--- src/rtl/chi_xp_link_ctrl.sv ---
// chi_xp_link_ctrl: per-port CHI link activation FSMs and L-credit counters.
// Optional handshake timeout when CHI_XP_LINK_TIMEOUT_EN is defined.
module chi_xp_link_ctrl #(
  parameter int NUM_PORTS      = 2,
  parameter int NUM_CH         = 4,
  parameter int MAX_CRD        = 15,
  parameter int RX_BUF_DEPTH   = 4,
  parameter int TIMEOUT_CYCLES = 1024,
  parameter int CRD_W          = $clog2(MAX_CRD+1)
) (
  input  logic                        clk,
  input  logic                        rst,
  input  logic [NUM_PORTS-1:0]        link_en,
  output logic [NUM_PORTS-1:0]        TXLINKACTIVEREQ,
  input  logic [NUM_PORTS-1:0]        TXLINKACTIVEACK,
  input  logic [NUM_PORTS-1:0]        RXLINKACTIVEREQ,
  output logic [NUM_PORTS-1:0]        RXLINKACTIVEACK,
  output logic [NUM_PORTS-1:0]        TXSACTIVE,
  input  logic [NUM_PORTS*NUM_CH-1:0] tx_lcrdv,
  input  logic [NUM_PORTS*NUM_CH-1:0] tx_flit_sent,
  output logic [NUM_PORTS*NUM_CH-1:0] tx_crd_avail,
  output logic [NUM_PORTS*NUM_CH-1:0] tx_crd_ret_req,
  input  logic [NUM_PORTS*NUM_CH-1:0] rx_flitv,
  input  logic [NUM_PORTS*NUM_CH-1:0] rx_buf_free,
  output logic [NUM_PORTS*NUM_CH-1:0] RXLCRDV,
`ifdef CHI_XP_LINK_TIMEOUT_EN
  output logic [NUM_PORTS-1:0]        crd_err,
  output logic [NUM_PORTS-1:0]        link_timeout
`else
  output logic [NUM_PORTS-1:0]        crd_err
`endif
);

  localparam logic [CRD_W-1:0] CMAX = CRD_W'(MAX_CRD);
  localparam logic [CRD_W-1:0] CDEP = CRD_W'(RX_BUF_DEPTH);
  localparam logic [CRD_W:0]   PMAX = (CRD_W+1)'(MAX_CRD);

  typedef enum logic [1:0] {
    ST_STOP, ST_ACT, ST_RUN, ST_DEACT
  } st_t;

  if (RX_BUF_DEPTH > MAX_CRD || TIMEOUT_CYCLES < 1) begin : g_bad_cfg
    $error("chi_xp_link_ctrl: bad parameters");
  end

  for (genvar p = 0; p < NUM_PORTS; p++) begin : g_port
    st_t tx_st, rx_st;
    logic tx_req, rx_ack, tx_sact, err_q;
    logic en, tx_ack, rx_req;
    logic tx_to_stop, rx_run_nx;
    logic [NUM_CH-1:0] ch_err, outs_nz;

    assign en      = link_en[p];
    assign tx_ack  = TXLINKACTIVEACK[p];
    assign rx_req  = RXLINKACTIVEREQ[p];

    assign tx_to_stop = (tx_st == ST_DEACT) && !tx_ack;
    // Grants are issued on the edge that lands in (or stays in) RUN.
    assign rx_run_nx  = (rx_st == ST_ACT) ||
                        (rx_st == ST_RUN && rx_req);

    always_ff @(posedge clk or posedge rst) begin
      if (rst) begin
        tx_st   <= ST_STOP;
        tx_req  <= 1'b0;
        tx_sact <= 1'b0;
      end else begin
        tx_sact <= (tx_st != ST_STOP) || en;
        unique case (tx_st)
          ST_STOP:
            if (en && !tx_ack) begin
              tx_st  <= ST_ACT;
              tx_req <= 1'b1;
            end
          ST_ACT:
            if (tx_ack) tx_st <= ST_RUN;
          ST_RUN:
            if (!en) begin
              tx_st  <= ST_DEACT;
              tx_req <= 1'b0;
            end
          ST_DEACT:
            if (!tx_ack) tx_st <= ST_STOP;
        endcase
      end
    end

    always_ff @(posedge clk or posedge rst) begin
      if (rst) begin
        rx_st  <= ST_STOP;
        rx_ack <= 1'b0;
      end else begin
        unique case (rx_st)
          ST_STOP:
            if (rx_req) begin
              rx_st  <= ST_ACT;
              rx_ack <= 1'b1;
            end
          ST_ACT:
            rx_st <= ST_RUN;
          ST_RUN:
            if (!rx_req) rx_st <= ST_DEACT;
          ST_DEACT:
            if (outs_nz == '0) begin
              rx_st  <= ST_STOP;
              rx_ack <= 1'b0;
            end
        endcase
      end
    end

    always_ff @(posedge clk or posedge rst) begin
      if (rst) err_q <= 1'b0;
      else     err_q <= err_q | (|ch_err);
    end

    assign TXLINKACTIVEREQ[p] = tx_req;
    assign RXLINKACTIVEACK[p] = rx_ack;
    assign TXSACTIVE[p]       = tx_sact;
    assign crd_err[p]         = err_q;

    for (genvar c = 0; c < NUM_CH; c++) begin : g_ch
      localparam int I = p*NUM_CH + c;
      logic [CRD_W-1:0] tx_cnt, tx_nx;
      logic [CRD_W-1:0] pend, outs;
      logic [CRD_W:0]   pend_sum;
      logic tx_inc, tx_dec, tx_err;
      logic grant, grant_q, flit_ok, lcrd_ret;

      assign tx_inc = tx_lcrdv[I] && (tx_st != ST_STOP);
      assign tx_dec = tx_flit_sent[I];

      always_comb begin
        tx_nx  = tx_cnt;
        tx_err = 1'b0;
        if (tx_inc && !tx_dec) begin
          if (tx_cnt == CMAX) tx_err = 1'b1;
          else                tx_nx  = tx_cnt + 1'b1;
        end else if (tx_dec && !tx_inc) begin
          if (tx_cnt == '0) tx_err = 1'b1;
          else              tx_nx  = tx_cnt - 1'b1;
        end
        if (tx_to_stop) tx_nx = '0;
      end

      assign grant   = rx_run_nx && (pend != '0);
      assign flit_ok = rx_flitv[I] && (outs != '0);
      // Flits seen while RX deactivates are LCrdReturns: slot not used.
      assign lcrd_ret = flit_ok && (rx_st == ST_DEACT);
      assign pend_sum = {1'b0, pend}
                      - (CRD_W+1)'(grant)
                      + (CRD_W+1)'(rx_buf_free[I])
                      + (CRD_W+1)'(lcrd_ret);

      always_ff @(posedge clk or posedge rst) begin
        if (rst) begin
          tx_cnt  <= '0;
          pend    <= CDEP;
          outs    <= '0;
          grant_q <= 1'b0;
        end else begin
          tx_cnt  <= tx_nx;
          pend    <= (pend_sum > PMAX) ? CMAX
                                       : pend_sum[CRD_W-1:0];
          outs    <= outs + CRD_W'(grant) - CRD_W'(flit_ok);
          grant_q <= grant;
        end
      end

      assign ch_err[c]  = tx_err || (rx_flitv[I] && outs == '0);
      assign outs_nz[c] = (outs != '0);

      assign tx_crd_avail[I]   = (tx_st == ST_RUN) && (tx_cnt != '0);
      assign tx_crd_ret_req[I] = (tx_st == ST_DEACT) && (tx_cnt != '0);
      assign RXLCRDV[I]        = grant_q;
    end

`ifdef CHI_XP_LINK_TIMEOUT_EN
    localparam int TW = $clog2(TIMEOUT_CYCLES+1);
    localparam logic [TW-1:0] TMAX = TW'(TIMEOUT_CYCLES);
    logic [TW-1:0] to_cnt;
    logic to_q, tx_chg, rx_chg, to_run;

    assign tx_chg = (tx_st == ST_STOP && en && !tx_ack) ||
                    (tx_st == ST_ACT && tx_ack) ||
                    (tx_st == ST_RUN && !en) ||
                    tx_to_stop;
    assign rx_chg = (rx_st == ST_STOP && rx_req) ||
                    (rx_st == ST_ACT) ||
                    (rx_st == ST_RUN && !rx_req) ||
                    (rx_st == ST_DEACT && outs_nz == '0);
    assign to_run = (tx_st == ST_ACT) || (tx_st == ST_DEACT) ||
                    (rx_st == ST_DEACT);

    always_ff @(posedge clk or posedge rst) begin
      if (rst) begin
        to_cnt <= '0;
        to_q   <= 1'b0;
      end else if (tx_chg || rx_chg) begin
        to_cnt <= '0;
      end else if (to_run) begin
        if (to_cnt != TMAX)       to_cnt <= to_cnt + 1'b1;
        if (to_cnt == TMAX - 1'b1) to_q  <= 1'b1;
      end else begin
        to_cnt <= '0;
      end
    end

    assign link_timeout[p] = to_q;
`endif
  end

endmodule

--- config.mk ---
export PLATFORM = sky130hd
export DESIGN_NAME = chi_xp_link_ctrl
export DESIGN_NICKNAME = d
export VERILOG_FILES = /design/src/rtl/chi_xp_link_ctrl.sv
export SDC_FILE = /design/constraint.sdc
export NUM_CORES = 1
export LEC_CHECK = 0
export ABC_AREA = 1
export CORE_ASPECT_RATIO = 1.4
export CORE_MARGIN = 5
export CORE_UTILIZATION = 64
export DETAILED_ROUTE_END_ITERATION = 10
export HOLD_SLACK_MARGIN = 0.08
export MAX_ROUTING_LAYER = met4
export PLACE_DENSITY = 0.95
export SETUP_SLACK_MARGIN = 0.2
export SYNTH_ARGS = -nofsm -noshare
export SYNTH_HDL_FRONTEND = slang
export SYNTH_SLANG_ARGS = --single-unit
--- constraint.sdc ---
create_clock -name clk -period 7.4 [get_ports clk]
set_input_delay 1.85 -clock clk [delete_from_list [all_inputs] [get_ports clk]]
set_output_delay 1.85 -clock clk [all_outputs]
set_load 0.02 [all_outputs]
* After elaboration in Yosys (flattened, before gate mapping)
Cells that the tools add are included.
** Word-level totals
- Logic and storage cells :: 456
- Register bits after elaboration :: 120
- Output and inout bits :: 32
- Input bits :: 40
** Operators by class
- Reductions and logical operators :: 186
- Add/subtract/negate cells :: 56
- Equal/unequal tests :: 50
- Mux-type cells :: 110
- Magnitude comparators :: 8
- Bitwise operators :: 2
** Operators by type and width (count)
- two-way mux 4 bit :: 48
- nonzero test 4 bit :: 24
- adder 5 x 1 -> 5 bit :: 16
- logical AND 1 bit :: 78
- logical NOT 4 bit :: 18
- != test 3 bit, second input constant :: 16
- AND reduction 3 bit :: 14
- > comparator 5 x 4 -> 1 bit, second input constant :: 8
- two-way mux 1 bit :: 40
- subtractor 4 x 1 -> 5 bit :: 8
- adder 4 x 1 -> 4 bit :: 8
- adder 4 x 1 -> 4 bit, second input constant :: 8
- == test 4 bit, second input constant :: 8
- one-hot mux 2 bit (4 select lines) :: 4
- subtractor 4 x 1 -> 4 bit :: 8
- subtractor 4 x 1 -> 4 bit, second input constant :: 8
- two-way mux 2 bit :: 14
- != test 2 bit, second input constant :: 14
- nonzero test 3 bit :: 8
- logical NOT 1 bit :: 18
- == test 2 bit, second input constant :: 8
- logical OR 1 bit :: 12
- nonzero test 2 bit :: 6
- == test 2 x 1 -> 1 bit, second input constant :: 4
- other kinds (5) :: 14

* Depth between registers and ports, before layout
- Word-level depth :: 9
- Mapped depth :: 14
- Mapped depth without buffers :: 14

* Worst setup path before layout
No wires, ideal clock.
- Path type :: input port to flip-flop
- From :: input port RXLINKACTIVEREQ[0]
- To :: register g_port[0].g_ch[0].pend[0]
- Arrival :: 3.700 ns
- Data required time :: 7.269 ns
- Slack :: 3.569 ns
- Stages :: 12
- Path through :: a21o_1 > o31ai_1 > inv_1 > ha_1 > fa_1 > inv_1 > fa_1 > a21oi_1 > nor2_1 > nor2_1 > xor2_1 > nand2_1
** On the way
- Word-level cells in the longest chain between the ends :: 8
** Ends and longest elaborated chain
- start, declared :: RTL line 16 : input logic [NUM_PORTS-1:0] RXLINKACTIVEREQ,
- logical AND 1 bit (*) :: RTL line 60 : (rx_st == ST_RUN && rx_req);
- logical OR 1 bit (*) :: RTL line 59 : assign rx_run_nx = (rx_st == ST_ACT) ||
- logical AND 1 bit (*) :: RTL line 146 : assign grant = rx_run_nx && (pend != '0);
- named net g_port[0].g_ch[0].grant :: RTL line 128 : logic grant, grant_q, flit_ok, lcrd_ret;
- subtractor 4 x 1 -> 5 bit (*) :: RTL line 151 : - (CRD_W+1)'(grant)
- adder 5 x 1 -> 5 bit (*) :: RTL line 152 : + (CRD_W+1)'(rx_buf_free[I])
- adder 5 x 1 -> 5 bit (*) :: RTL line 153 : + (CRD_W+1)'(lcrd_ret);
- > comparator 5 x 4 -> 1 bit :: RTL line 163 : pend <= (pend_sum > PMAX) ? CMAX
- two-way mux 4 bit (*) :: RTL line 163
- end signal, assigned :: RTL line 163
- end, declared :: RTL line 125 : logic [CRD_W-1:0] pend, outs;
The timed path passes the listed nets; every way through them passes the cells marked *.
A chain may end at the register's enable or synchronous reset.

* Worst setup path after layout
- From :: input port RXLINKACTIVEREQ[1]
- To :: register g_port[1].g_ch[3].pend[0]
** On the way
- Word-level cells in the longest chain between the ends :: 8
** Ends and longest elaborated chain (RTL line)
- logical AND 1 bit (*) :: 60
- logical OR 1 bit (*) :: 59
- logical AND 1 bit (*) :: 146
- named net g_port[1].g_ch[3].grant :: 128
- subtractor 4 x 1 -> 5 bit (*) :: 151
- adder 5 x 1 -> 5 bit (*) :: 152
- adder 5 x 1 -> 5 bit (*) :: 153
- > comparator 5 x 4 -> 1 bit :: 163
- two-way mux 4 bit (*) :: 163
- end signal, assigned :: 163
- end, declared :: 125
Marked as above.

==> results by group <==
Power
  – Leakage: 5.619 nW
  – Pwr Density: 518.2 nW/um^2
  – VDD IR max: 0.2136 mV

Clocking
  – Reg clk slew, reported paths: 0.06 ns
  – CTS Buffer Depth: 2
  – Clock latency on the worst-skew pair: 0.42 ns
  – Clock Tree Root: clkbuf_16
  – CTS tree: built
  – Total CTS buffers: 17
  – Htree depth: 4
  – Clock sinks: 120
  – PostCTS Resize Cnt: 0
  – Setup bufs post-CTS: 0
  – CTS Hold Buffers Added: 0

Setup path
  – CP max FO: 4
  – Crit path launch type: primary input
  – Critical path's top delay family: adder cells
  – CP peak stage delay: 0.48 ns
  – Crit path max-delay cell type: clkdlybuf4s50_1
  – CP endpoint kind: register
  – Crit path required time: 7.68 ns
  – Worst Setup Path Type: in2reg
  – Crit path DAT: 4.63 ns
  – Crit-path cells: clkdlybuf4s50_1 -> a21o_1 -> o31ai_1 -> inv_1 -> ha_1 -> fa_1 -> inv_1 -> fa_1 -> a21oi_1 -> nor2_1 -> nor2_1 -> xor2_1 -> nand2_1
  – Buf/Inv on CP: 3

Synth
  – Yosys top cell area share: between 30% and 40%
  – Simple-Gate Fraction of Synth Area: 21.85%
  – Mean cell area of the mapped netlist: 8.051 sq um
  – Seq/Total Area, Yosys: 33.74%
  – Area fraction in compound gates after synthesis: 5.017%
  – Area leader, netlist: dfrtp_1
  – Distinct cells, synth: 32
  – Netlist Area Pre-Place: 8929 sq um
  – Ranking of synthesized cells by area: dfrtp_1 31%, ha_1 16%, inv_1 10%, nand2_1 8.9%, fa_1 7.2%
  – Mux contribution to synthesized area: 0%
  – Post-synthesis xor/xnor area fraction: approximately 4.7%
  – Yosys warns: 0
  – Mapped Nets: 1293
  – Synth Area in Adders: 22.87%
  – Largest family of logic cells by synthesized area: adder cells
  – Count of state elements after synthesis: 120
  – Post-synthesis cell count: 1109

Die
  – Die width: around 110 um
  – I/O pin cnt: 72
  – Starting Density: 64.78%
  – Total die area: 16450 sq um
  – Site Rows: 51
  – Core ar.: about 14000 sq um
  – Die Y: 149.8 um

Route
  – Residual DRC count: 0
  – DR WL/cell: 14.56 um
  – Via/cell ratio: 5.414
  – Routed Antenna Nets: 0
  – Via count: 7450
  – DR pass1 iterations: 5
  – Final WL: 20040 um
  – DRT iter0 DRCs: 481

STA
  – Final hold vios: 0
  – RSZ-0062 raised after global routing: false
  – Slew headroom: a little under half
  – Final period util: 58.74%
  – # setup viols final: 0
  – Fin crit period: 4.346 ns
  – Fmax: 0.2301 GHz
  – Pins Over Slew Limit: 0
  – Least-Margin Pin Slew: ~0.82 ns
  – Setup TNS: 0 ns
  – Hold_ws: between 0.4 and 0.5 ns
  – Clock skew: 0.01070 ns

Global route
  – GRT Util Overall: between 20% and 30%
  – Initial antenna violation count: 0
  – Routing usage on met2: roughly 47%
  – Largest net degree at the start of global routing: 65
  – Vias in the first global route: a little under 8000
  – Met3 usage: 5.654%
  – First-pass GRT wire length: between 30000 and 40000 um
  – M1 GR Usage: 28.25%
  – GR peak layer: met2
  – Total grt overflow: 0

Finish
  – FILL cells: 912
  – Final nets: 1362
  – Non-filler cells, final: ~1400
  – Layout cells sized above 1: roughly 5.2%
  – Area Overhead vs Synth: 15.78%
  – Ant diodes: 0

Placed design
  – Cell count after placement: 1344
  – Final GP Congestion: 0.8652
  – PortBufs: 71
  – Hpwl dp: 14290 um

Outcome
  – Status: finished, final reports clean

Min path
  – Hold Path Class: reg2reg

Job
  – Max_cap viols: 0
## kinds of logic after synthesis
logic type      count (synthesis)
xor+xnor                       48
flops                         120
compound gates                 75
simple gates                  461
buf+inv                       261
fa+ha+maj                     144
## final cells by class
cell class | count | area [sq um] | share of cell area, %
tap | 185 | 231.5 | 2.239
clock inverter | 13 | 171.4 | 1.658
timing repair buffer | 72 | 718.2 | 6.947
inverter | 239 | 899.6 | 8.703
clock buffer | 19 | 442.9 | 4.285
multi-input combinational | 728 | 4861 | 47.02
sequential | 120 | 3013 | 29.15
## worst min-delay path, stage by stage (launching register included)
cell and delay, ns:
dfrtp_1 0.34, o21ai_0 0.08, inv_1 0.05
## worst paths after layout
kind                                                startpoint                                  end  slack (ns)  cells past startpoint
worst min register to register    g_port[0].tx_req$_DFFE_PP0P_         g_port[0].tx_req$_DFFE_PP0P_        0.50                      2
worst max register to register  g_port[1].rx_st[0]$_DFFE_PP0P_  g_port[1].g_ch[3].pend[0]$_DFF_PP0_        4.26                     14
min in group asynchronous                                  rst  g_port[1].g_ch[1].outs[0]$_DFF_PP0_        1.91                      2
max in group asynchronous                                  rst  g_port[0].g_ch[3].outs[1]$_DFF_PP0_        4.20                      3
worst max-delay path                        RXLINKACTIVEREQ[1]  g_port[1].g_ch[3].pend[0]$_DFF_PP0_        3.05                     13
worst min-delay path              g_port[0].tx_req$_DFFE_PP0P_         g_port[0].tx_req$_DFFE_PP0P_        0.50                      2
## Yosys cell counts
library cell  instances
buf_1                 2
a22oi_1               1
buf_6                 2
ha_1                112
inv_1               237
and3_1                2
nor2_1              120
inv_2                 2
xnor2_1              25
xor2_1               23
o21ai_0              24
dfrtp_1             112
a21o_1                2
nand2_1             211
or2_2                 4
a21boi_0              2
fa_1                 32
nand4_1              26
nor3_1                1
nand3_1              86
o211ai_1              1
a21oi_4               2
and2_1                2
nand2_2               8
o31ai_1               8
dfstp_2               8
a21oi_2               2
buf_4                16
a21oi_1              31
nand3_2               1
clkbuf_1              2
a31o_2                2
## report_power, final
group	total (mW)	internal (mW)	switching, mW	leakage [nW]
clock	0.860	0.542	0.318	0.294
combinational	3.19	1.31	1.87	3.96
sequential	1.31	1.03	0.279	1.37
## state kept, by name, indices dropped and copies added, names as in the netlist
signal,count
g_port.g_ch.outs,32
g_port.g_ch.pend,32
g_port.g_ch.tx_cnt,32
g_port.g_ch.grant_q,8
g_port.rx_st,4
g_port.tx_st,4
g_port.err_q,2
g_port.rx_ack,2
g_port.tx_req,2
g_port.tx_sact,2
## cell usage in the layout (no fill, tap or decap), types with 26 or more instances in the layout
master and instances:
dfrtp_1 112, fa_1 32, nand4_1 26, inv_1 236, clkdlybuf4s50_1 71, nor2_1 120
ha_1 112, nand2_1 211, a21oi_1 31, nand3_1 86
## routing by layer
layer / wire length (um) / part of all wire [%]
met1: 7701 / 38
met2: 10680 / 53
met4: 735 / 3.7
met3: 916 / 4.6
met5: 0 / 0
## per-stage QoR
step	total power, mW	util (%)	instance area (sq um)	setup slack (ns)
detailed placement	4.387	70.54	9723	2.768
CTS	5.358	75.00	10340	3.089
global route	5.867	75.00	10340	2.897
floorplan	3.634	-	8929	2.377
finish	5.357	75.00	10340	3.054
global placement	4.129	70.54	9723	2.954
No activity file was read; power rests on OpenSTA's default activity.
